===== src/rtl/fetch_sequencer.sv =====
// Instruction-fetch sequencer: program counter, memory address register and a
// one-hot T-state ring that runs fetch (T1..T3) and execute (T4..Tn) cycles.
module fetch_sequencer #(
  parameter int ADDR_WIDTH = 4,
  parameter int T_STATES   = 6,
  parameter int RESET_ADDR = 0
) (
  input  logic                  i_clock,
  input  logic                  i_reset,
  input  logic                  i_jump,
  input  logic [ADDR_WIDTH-1:0] i_jump_addr,
  input  logic                  i_end,
  input  logic                  i_halt,
  output logic [ADDR_WIDTH-1:0] o_address,
  output logic [ADDR_WIDTH-1:0] o_pc,
  output logic [T_STATES-1:0]   o_tstate,
  output logic                  o_ir_load,
  output logic                  o_wrap,
  output logic                  o_halted
);

  typedef enum logic {
    MODE_RUN,
    MODE_HALTED
  } mode_t;

  localparam logic [ADDR_WIDTH-1:0] LP_RESET_ADDR = ADDR_WIDTH'(RESET_ADDR);
  localparam logic [ADDR_WIDTH-1:0] LP_ALL_ONES   = {ADDR_WIDTH{1'b1}};
  localparam logic [T_STATES-1:0]   LP_T1         = {{(T_STATES-1){1'b0}}, 1'b1};

  mode_t                 r_mode;
  logic [ADDR_WIDTH-1:0] r_pc;
  logic [ADDR_WIDTH-1:0] r_mar;
  logic [T_STATES-1:0]   r_tstate;
  logic                  r_wrap;

  logic                  w_legal;
  logic                  w_in_exec;
  logic [T_STATES-1:0]   w_next_ring;

  // A corrupted ring (zero or multi-hot) is caught here and forced back to T1.
  assign w_legal     = (r_tstate != '0) && ((r_tstate & (r_tstate - 1'b1)) == '0);
  assign w_in_exec   = |r_tstate[T_STATES-1:3];
  assign w_next_ring = {r_tstate[T_STATES-2:0], r_tstate[T_STATES-1]};

  always_ff @(posedge i_clock) begin
    if (i_reset) begin
      r_mode   <= MODE_RUN;
      r_pc     <= LP_RESET_ADDR;
      r_mar    <= LP_RESET_ADDR;
      r_tstate <= LP_T1;
      r_wrap   <= 1'b0;
    end else if (r_mode == MODE_HALTED) begin
      r_tstate <= '0;
      r_wrap   <= 1'b0;
    end else if (!w_legal) begin
      r_tstate <= LP_T1;
      r_wrap   <= 1'b0;
    end else begin
      r_wrap <= 1'b0;
      if (r_tstate[0]) begin
        r_mar <= r_pc;
      end
      if (r_tstate[1]) begin
        r_pc   <= r_pc + 1'b1;
        r_wrap <= (r_pc == LP_ALL_ONES);
      end
      // Halt wins over jump/end in the same execute cycle and freezes the PC.
      if (w_in_exec && i_halt) begin
        r_mode   <= MODE_HALTED;
        r_tstate <= '0;
      end else begin
        if (w_in_exec && i_jump) begin
          r_pc <= i_jump_addr;
        end
        if (w_in_exec && i_end) begin
          r_tstate <= LP_T1;
        end else begin
          r_tstate <= w_next_ring;
        end
      end
    end
  end

  assign o_address = r_mar;
  assign o_pc      = r_pc;
  assign o_tstate  = r_tstate;
  assign o_ir_load = r_tstate[2];
  assign o_wrap    = r_wrap;
  assign o_halted  = (r_mode == MODE_HALTED);

endmodule


===== config.mk =====
export PLATFORM = sky130hd
export DESIGN_NAME = fetch_sequencer
export DESIGN_NICKNAME = d
export VERILOG_FILES = /design/src/rtl/fetch_sequencer.sv
export SDC_FILE = /design/constraint.sdc
export NUM_CORES = 1
export LEC_CHECK = 0
export CORE_UTILIZATION = 30
export DETAILED_ROUTE_END_ITERATION = 10
export SETUP_SLACK_MARGIN = 0.3
export SYNTH_ARGS = -nofsm -noshare
export SYNTH_HDL_FRONTEND = slang
export SYNTH_SLANG_ARGS = --single-unit

===== constraint.sdc =====
create_clock -name i_clock -period 3.1 [get_ports i_clock]
set_clock_uncertainty 0.15 [all_clocks]
set_input_delay 0.62 -clock i_clock [delete_from_list [all_inputs] [get_ports i_clock]]
set_output_delay 0.62 -clock i_clock [all_outputs]
set_load 0.01 [all_outputs]

; Word level (Yosys, flattened, before mapping)
; Cells that the tools add are included.
[totals]
reg_bits = 16
word_cells = 34
out_inout_bits = 17
in_bits = 9
[op_classes]
n_reduce_logical = 11
n_mux = 10
n_addsub = 2
n_bitwise = 4
n_eq_ne = 1
[ops]
columns = op, n
row1 = $mux W4, 3
row2 = $mux W1, 7
row3 = $and A6 B6 Y6, 1
row4 = $logic_not A6 Y1, 1
row5 = $reduce_bool A6 Y1, 1
row6 = $sub A6 B1 Y6 const B, 1
row7 = $reduce_or A5 Y1, 1
row8 = $add A4 B1 Y4 const B, 1
row9 = $eq A4 B4 Y1 const B, 1
row10 = $logic_and A1 B1 Y1, 4
row11 = $reduce_or A4 Y1, 1
row12 = $not A1 Y1, 3
row13 = $reduce_and A3 Y1, 1
row14 = $reduce_or A3 Y1, 1
row15 = $reduce_and A2 Y1, 1

; Logic depth before layout (Yosys ltp)
[depth]
depth_word = 6
mapped_depth = 6
ltp_nobuf = 5

; Worst setup path after synthesis
; Ideal clock, no wire load.
[synth_path]
path_kind = register -> register
from = register r_tstate[4] (netlist: o_tstate[4])
to = register r_tstate[2] (netlist: o_tstate[2])
path_stages_with_launch = 6
arrival_ps = 1640
t_required_ps = 2890
slack_ps = 1250
setup_ps = 60
n_path_buf = 0
synth_period_minus_slack_ps = 1850
cell_sequence = dfxtp_1 or4_4 nor4b_2 a211oi_2 nor3_4 and2_1
[synth_between]
elab_chain_cells = 6
elab_cells_between_ends = 10
cone_classes = add/sub (1) / bitwise (2) / reduce/logical (7)
[synth_lines]
columns = element, line_no
row1 = start: declaration, 34  ; logic [T_STATES-1:0] r_tstate;
row2 = start signal: assignment, 79  ; r_tstate <= w_next_ring;
row3 = $sub A6 B1 Y6, 42  ; assign w_legal = (r_tstate != '0) && ((r_tstate & (r_tstate - 1'b1)) == '0);
row4 = $and A6 B6 Y6, 42
row5 = $logic_not A6 Y1, 42
row6 = $logic_and A1 B1 Y1, 42
row7 = $not A1 Y1 (no source line), --
row8 = $reduce_or A5 Y1 (no source line) (*), --
; Every way passes the cells marked *; elsewhere a longest branch is shown, timed or not.
; A chain may end at the register's enable or synchronous reset.

; Worst setup path after layout
[layout_path]
from = register r_tstate[1] (netlist: o_tstate[1])
to = output o_tstate[1]
[layout_lines]
columns = element, line_no
row1 = end: declaration, 16  ; output logic [T_STATES-1:0] o_tstate,
; No word-level cell between the ends.

==> reports/results.txt <==
Status -> complete, no violations
# DRC -> 0
Hold path startpoint -> o_pc[3]
Worst slack at placement -> 0.848 ns
CP delay by family, top -> buffers and inverters
Fin nets -> 122
First-pass GRT wire length -> 2590 um
CTS Sinks -> 16
Filler cell count -> 256
Total Negative Setup Slacks -> 0 ns
I/O Buffers -> 25
Clk root buf -> clkbuf_4
Hold buffer count at cts -> 0
Final core occ -> 43.5%
Ys Warns -> 0
Longest Clk Path Bufs -> 2
Initial antenna violation count -> 0
Placed cell area -> 1070 sq um
DR vias/cell -> 4.89
Synth Flop Type -> dfxtp_1
Ys async rst share -> 0%
CORE AREA -> 2500 sq um
Die Span X -> 53.5 um
Worst Hold End -> o_wrap
Detailed Route WL -> 1650 um
Antenna-violating nets left -> 0
Area leader, netlist -> dfxtp_1
Die area -> 2870 sq um
Actual slew at the worst max-slew pin -> 0.715 ns
Reg-to-reg critical path startpoint -> o_tstate[0]
Synthesized instance count -> 86
Starting Density -> 31.9%
# diodes -> 0
Layout cells sized above 1 -> 9.09%
Final instance area -> 1090 sq um
Max Transition Viols Final -> 0
Post-cts sizing count -> 0
Ranking of synthesized cells by area -> dfxtp_1 (40%), nand2b_1 (6.3%), a21oi_1 (5.0%)
Leak pwr -> 0.385 nW
Register Area -> 320 sq um
Largest net degree at the start of global routing -> 16
Critical Path End Type -> output port
GRT Total Usage -> 13.0%
Routability Congestion -> 0.826
Worst-skew pair later-pin latency -> 0.28 ns
WL/cell -> 11.8 um
Synth top area share -> 40.2%
Final setup vio count -> 0
Max Cap Viol -> 0
Fin cells -> 140
FF-to-FF path depth -> 5
Worst path arrival time -> 1.49 ns
Vias after detailed routing -> 684
# IOs -> 26
Post-CTS setup buffers -> 0
VDD IR-drop max -> 0.398 mV
Crit path max fanout -> 12
Cell Chain, Critical Path -> clkdlybuf4s50_1
Vias in the first global route -> 581
Minimum clock period -> 2.26 ns
HP Class -> reg -> reg
Crit Reg-Reg Endpoint -> o_pc[0]
Top post-synthesis cells by count -> dfxtp_1 (16), nor2_1 (9), a21oi_1 (8), nand2b_1 (8), and2_1 (5)
HPWL Detailed -> 1280 um
Critical path required time -> 2.33 ns
PwrDens -> 676 nW/um^2
CTS tree -> yes
Worst-path clk slew -> 0.09 ns
Final Hold Violating Endpoints -> 0
Final period utilization -> 73.0%
Avg Cell Area, Syn -> 9.27 sq um
Max Freq -> 442 MHz
Seq/Total Area, Yosys -> 40.2%
First-pass DRT Iterations -> 4
Placed Cells incl. Taps -> 137
DR iter-0 viols -> 15
Most common cell in the netlist -> dfxtp_1
Die Y -> 53.5 um
Area occupied by multi-input gates -> 450 sq um
Post-Syn Nets -> 96
Critical path buffers and inverters -> 1
Final WS setup -> 0.836 ns
Hold path depth -> 2
FP Rows -> 18
Biggest cell delay along the critical path -> 0.62 ns
Register bit total from synthesis -> 16
Setup CP Type -> reg -> out
Relative slew margins -> 52.2%
Critical Path Start Type -> flop
RSZ-0062 raised after global routing -> false
Area grow syn2layout -> 36.6%
R2R setup slack -> 1.10 ns
GR Overflow Total -> 0
Max stage delay cell, worst path -> clkdlybuf4s50_1
EDFF count, synth -> 0
Post-Syn Area -> 797 sq um
H-Tree Level Count -> 1
Synth cell types -> 29
CTS buffer count -> 3
## worst min-delay path, stage by stage, from the launching register on
cell and delay [ns]:
dfxtp_1 0.34, inv_1 0.06, nor4_1 0.04
## how the worst max path moves through the flow
stage          cells after the start           to         from  slack [ns]
6_report                           1  o_tstate[1]  o_tstate[1]        0.84
3_3_place_gp                       5      o_pc[2]       i_halt        0.88
4_1_cts                            1  o_tstate[1]  o_tstate[1]        0.82
3_5_place_dp                       5      o_pc[2]       i_halt        0.85
2_1_floorplan                      5  o_tstate[2]  o_tstate[4]        1.25
5_1_grt                            1  o_tstate[1]  o_tstate[1]        0.76
## layer usage
metal	share of wire (%)	vias to the layer above	track usage (%)
li1	-	354	-
met1	48	303	17.7
met2	45	23	18.8
met3	5.3	4	2.54
met4	2.2	0	7.89
met5	0	-	0
## registers in the layout, indices dropped and copies added (netlist names)
register and count:
o_halted 1, o_wrap 1, o_address 4, o_pc 4
o_tstate 6
## placed cells by master (no fill, tap or decap), types with 2 or more instances in the layout
cell / n
xor2_1: 2
o32ai_1: 4
nor4b_2: 2
nor3_1: 4
inv_1: 2
and2_1: 5
nor2_1: 9
clkdlybuf4s50_1: 25
clkbuf_4: 3
dfxtp_1: 16
nand2_1: 2
nor2b_1: 2
a21oi_1: 8
nand2b_1: 8
mux2i_1: 4
## per-stage QoR
stage / power, mW / hold WS, ns
5_1_grt: 0.787 / 0.362
6_report: 0.735 / 0.328
2_1_floorplan: 0.522 / 0.335
3_5_place_dp: 0.636 / 0.316
3_3_place_gp: 0.630 / 0.313
4_1_cts: 0.746 / 0.330
## power by group
part	switching [mW]	leakage, nW	internal [mW]
logic	0.163	0.242	0.177
registers	0.0521	0.130	0.234
clock network	0.0644	0.0138	0.0451
total	0.280	0.385	0.456
## cells by family after synthesis
group	share of synthesized area, %
simple gates	32.5
compound gates	14.1
xor+xnor	3.30
buf+inv	3.30
mux	5.02
flops	40.2
fa+ha+maj	1.57
## layout make-up
class	instances	area share (%)
multi-input cells	64	41.4
flip-flops and latches	16	29.4
clock buffers	3	2.07
repair buffers	25	23.0
inverters	2	0.690
well taps	30	3.45
Power figures use the tool's default switching activity.
